===== src/rtl/pulse_gen.sv =====
// pulse_gen: turns single-cycle request strobes into timed output pulses.
// Strobes arriving mid-pulse are queued and replayed back-to-back.
module pulse_gen #(
   parameter int HIGH_CYCLES = 4,
   parameter int LOW_CYCLES  = 2,
   parameter int PEND_W      = 3
) (
   input  logic              clk,
   input  logic              rst,
   input  logic              in,
   output logic              out,
   output logic              busy,
   output logic [PEND_W-1:0] pending,
   output logic              overflow
);

   localparam int MAXC = (HIGH_CYCLES > LOW_CYCLES) ?
                         HIGH_CYCLES : LOW_CYCLES;
   localparam int CW   = $clog2(MAXC + 1);

   localparam logic [CW-1:0]     H_LD  = CW'(HIGH_CYCLES - 1);
   localparam logic [CW-1:0]     L_LD  = CW'(LOW_CYCLES - 1);
   localparam logic [PEND_W-1:0] P_MAX = '1;

   typedef enum logic [1:0] {
      IDLE = 2'd0,
      HIGH = 2'd1,
      LOW  = 2'd2
   } state_t;

   state_t        state;
   logic [CW-1:0] cnt;
   logic          sat;
   logic          phase_end;

   // Saturation and phase-end qualifiers for the request bookkeeping
   always_comb begin
      sat       = (pending == P_MAX);
      phase_end = (cnt == '0);
   end

   // Pulse FSM with phase counter, request queue and registered outputs
   always_ff @(posedge clk) begin
      if (rst) begin
         state    <= IDLE;
         cnt      <= '0;
         out      <= 1'b0;
         busy     <= 1'b0;
         pending  <= '0;
         overflow <= 1'b0;
      end else begin
         overflow <= 1'b0;
         unique case (state)
            IDLE: begin
               if (in) begin
                  state <= HIGH;
                  cnt   <= H_LD;
                  out   <= 1'b1;
                  busy  <= 1'b1;
               end
            end
            HIGH: begin
               if (in) begin
                  if (sat) overflow <= 1'b1;
                  else     pending  <= pending + 1'b1;
               end
               if (phase_end) begin
                  state <= LOW;
                  cnt   <= L_LD;
                  out   <= 1'b0;
               end else begin
                  cnt <= cnt - 1'b1;
               end
            end
            LOW: begin
               if (!phase_end) begin
                  cnt <= cnt - 1'b1;
                  if (in) begin
                     if (sat) overflow <= 1'b1;
                     else     pending  <= pending + 1'b1;
                  end
               end else if (in) begin
                  // New request and queue pop cancel out
                  state <= HIGH;
                  cnt   <= H_LD;
                  out   <= 1'b1;
               end else if (pending != '0) begin
                  state   <= HIGH;
                  cnt     <= H_LD;
                  out     <= 1'b1;
                  pending <= pending - 1'b1;
               end else begin
                  state <= IDLE;
                  busy  <= 1'b0;
               end
            end
            default: begin
               state <= IDLE;
               cnt   <= '0;
               out   <= 1'b0;
               busy  <= 1'b0;
            end
         endcase
      end
   end

endmodule


===== config.mk =====
export PLATFORM = sky130hd
export DESIGN_NAME = pulse_gen
export DESIGN_NICKNAME = d
export VERILOG_FILES = /design/src/rtl/pulse_gen.sv
export SDC_FILE = /design/constraint.sdc
export NUM_CORES = 1
export LEC_CHECK = 0
export ABC_AREA = 1
export CAP_MARGIN = 20
export CORE_ASPECT_RATIO = 1.2
export CORE_MARGIN = 4
export CORE_UTILIZATION = 40
export CTS_BUF_LIST = sky130_fd_sc_hd__clkbuf_2 sky130_fd_sc_hd__clkbuf_4 sky130_fd_sc_hd__clkbuf_8
export DETAILED_ROUTE_END_ITERATION = 12
export GPL_TIMING_DRIVEN = 0
export PLACE_DENSITY_LB_ADDON = 0.25
export SYNTH_ARGS = -nofsm -noshare
export SYNTH_HDL_FRONTEND = slang
export SYNTH_SLANG_ARGS = --single-unit

===== constraint.sdc =====
create_clock -name clk -period 1.9 [get_ports clk]
set_clock_uncertainty 0.05 [all_clocks]
set_input_delay 0.38 -clock clk [delete_from_list [all_inputs] [get_ports clk]]
set_output_delay 0.38 -clock clk [all_outputs]
set_load 0.05 [all_outputs]

==> flow_metrics.py <==
metrics = {
    "synth": {
        "synth_nets": 124,
        "synth-seq-cells": 11,
        "synth_area_leaders": "dfxtp_1, nand2_1, ha_1, inv_1, nor2_1",
        "synthAdderAreaFrac": 0.118,
        "netlist.area_leader.share": 0.297,
        "yosysMostFrequentCell": "nand2_1",
        "yosys_warnings": 0,
        "netlist_instances": 114,
        "synthDistinctLibCells": 20,
        "yosys.area_share.simple": 0.358,
        "syn-mean-instance-area_um2": 6.50,
        "ys_top_cells_by_count": "nand2_1, inv_1, nor2_1",
        "ys_seq_area_frac": 0.297,
        "netlist_area_um2": 741,
        "synth_flop_cell": "dfxtp_1",
        "yosys.area_share.xor_xnor": 0,
        "synth_edf_count": 0,
        "synthArstFlopShare": 0,
        "synth_compound_area_frac": 0.125,
        "synthMuxAreaShare": 0,
        "yosysTopAreaCell": "dfxtp_1",
        "synth_top_family_by_area": "simple AND/OR/NAND/NOR gates",
    },
    "layout": {
        "diodes": 0,
        "finalNetCount": 137,
        "area.growth.synth_to_final_pct": 18.2,
        "drive_above_1_share": 0.135,
    },
    "setup_path": {
        "path_delay_family": "buffers and inverters",
        "critPathLaunch": "out",
        "critPathKind": "flop to output pin",
        "reg2reg_from": "state[0]",
        "crit_buf_inv": 1,
        "r2r-end": "pending[1]",
        "crit_fanout": 2,
        "critical_path_arrival_ps": 1420,
        "max_stage_delay_ps": 800,
        "reg2reg_slack_ps": 300,
        "end_kind": "output pin",
        "cp.required_ps": 1470,
        "start_kind": "flop",
        "crit_chain": "clkdlybuf4s50_1",
        "reg2reg_depth": 10,
        "worst_path_max_delay_cell": "clkdlybuf4s50_1",
    },
    "cts": {
        "cts_tree": "yes",
        "clock_sinks": 11,
        "clkLatencyLatePin_ps": 280,
        "post_cts_buffers": 0,
        "clk_pin_slew_worst_paths_ps": 80,
        "numCtsBuffers": 3,
        "clockBufferDepth": 2,
        "cts_root_buf": "clkbuf_4",
        "htree_num_levels": 1,
    },
    "timing": {
        "setup_violations": 0,
        "rsz0062_at_grt": "no",
        "finalWorstSetupSlack_ps": 53.9,
        "post-route-period-util": 0.972,
        "max_freq_mhz": 542,
        "hold_violations": 0,
        "worstMarginPinSlew_ps": 505,
        "setup-tns-final_ps": 0,
        "slew-limit-headroom": 0.663,
        "layout_min_cycle_time_ps": 1850,
        "drv_slew": 0,
    },
    "worst_hold_path": {
        "whs_endpoint": "cnt[2]",
        "hold_depth": 2,
        "hold_path.class": "flop to flop",
        "hold_start": "cnt[2]",
    },
    "floorplan": {
        "die_y_um": 55.1,
        "start_util": 0.435,
        "die-area_mm2": 0.00261,
        "fp-row-count": 16,
        "boundaryPins": 9,
        "core-area_mm2": 0.00170,
        "chipWidth_um": 47.3,
    },
    "route": {
        "wire_per_inst_um": 10.7,
        "drtPass1Iterations": 4,
        "viasPerCell": 4.76,
        "remaining_drc_errors": 0,
        "wl_um": 1540,
        "via_count": 686,
        "antenna_left": 0,
        "drt-initial-drc-count": 11,
    },
    "grt": {
        "grt_pass1_vias": 683,
        "grt_max_degree": 7,
        "grt_pass1_wl_um": 2690,
        "grtUsageTotal": 0.149,
        "grt_overflow": 0,
        "antenna_found_initial": 0,
    },
    "power_and_ir_drop": {
        "power_density_mw_per_mm2": 1840,
        "internal_power_uw": 765,
        "peakVddDrop_mv": 0.858,
        "power.share.switching": 0.525,
        "sequentialPowerShare": 0.243,
        "comb_power_share": 0.642,
        "p_switching_uw": 846,
        "clkPwrFrac": 0.115,
        "leakage_nw": 0.475,
    },
    "placement": {
        "pre_cts_ws_ps": 167,
        "place_congestion": 0.893,
        "portBuffers": 8,
        "hpwl_um": 1220,
    },
    "run": {
        "drv_cap": 0,
    },
    "status": {
        "status": "complete, no violations",
    },
}
layout make-up:
| cell class | instances | area [um2] |
|---|---|---|
| inverter | 20 | 75.1 |
| tap | 18 | 22.5 |
| timing repair buffer | 8 | 82.6 |
| multi-input combinational | 83 | 445 |
| clock buffer | 4 | 30.0 |
| sequential | 11 | 220 |
| fill | 175 | 826 |
metal layers:
| metal | up-vias | GRT usage | share of wire |
|---|---|---|---|
| li1 | 383 | - | - |
| met1 | 285 | 0.161 | 0.47 |
| met2 | 12 | 0.243 | 0.46 |
| met3 | 6 | 0.0485 | 0.036 |
| met4 | 0 | 0.0968 | 0.031 |
| met5 | - | 0 | 0 |
worst register-to-register path, stage by stage (launching register included):
cell and delay, ps:
dfxtp_1 370, inv_1 90, ha_1 300, inv_2 110, nand2_2 90, nand2_2 130, nand2_2 70, nand2_2 90
inv_2 40, o21ai_1 110, nor2_1 50
cell usage in the layout (no fill, tap or decap), drive strengths merged:
cell type	n
nor2	13
nand2	37
clkdlybuf4s50	4
o21ai	4
a31oi	1
a21oi	6
dlymetal6s2s	2
dlygate4sd2	2
clkbuf	4
or2	1
nand4	1
o211ai	1
ha	7
nand3	8
a211oi	2
dfxtp	11
o22ai	1
inv	20
o21a	1
power groups by stage:
stage / clock (mW) / combinational [mW] / sequential [mW]
after floorplan: 0 / 0.692 / 0.520
after global placement: 0 / 1.02 / 0.394
after detailed placement: 0 / 1.04 / 0.400
after CTS: 0.187 / 1.04 / 0.396
after global routing: 0.203 / 1.18 / 0.404
final: 0.185 / 1.03 / 0.392
worst max path at each step:
stage / cells after the start / slack [ps] / to
floorplan: 10 / 270 / cnt[2]
global placement: 10 / 210 / cnt[2]
detailed placement: 10 / 170 / cnt[2]
CTS: 1 / 3 / pending[0]
global route: 1 / 10 / out
finish: 1 / 50 / out
flip-flops by register name, summed over array words and instances (netlist names):
| name | count |
|---|---|
| overflow | 1 |
| pending | 3 |
| busy | 1 |
| state | 2 |
| out | 1 |
| cnt | 3 |
stage by stage:
stage	power, mW	hold slack (ps)	cells	utilization	instance area, um2
after detailed placement	1.44	410	140	0.496	843
after global placement	1.42	406	140	0.496	843
after global routing	1.78	455	144	0.515	876
after CTS	1.62	426	144	0.512	871
final	1.61	423	144	0.515	876
after floorplan	1.21	396	114	-	741
cell families after synthesis:
logic type      count (synthesis)
flops                          11
simple gates                   60
compound gates                 16
buf+inv                        20
fa+ha+maj                       7
repair_timing:
action | CTS | global route
hold endpoints to repair | 0 | 0
hold buffers | 0 | 0
gates resized for setup | 2 | 2
setup endpoints to repair | 2 | 2
Power figures use the tool's default switching activity.
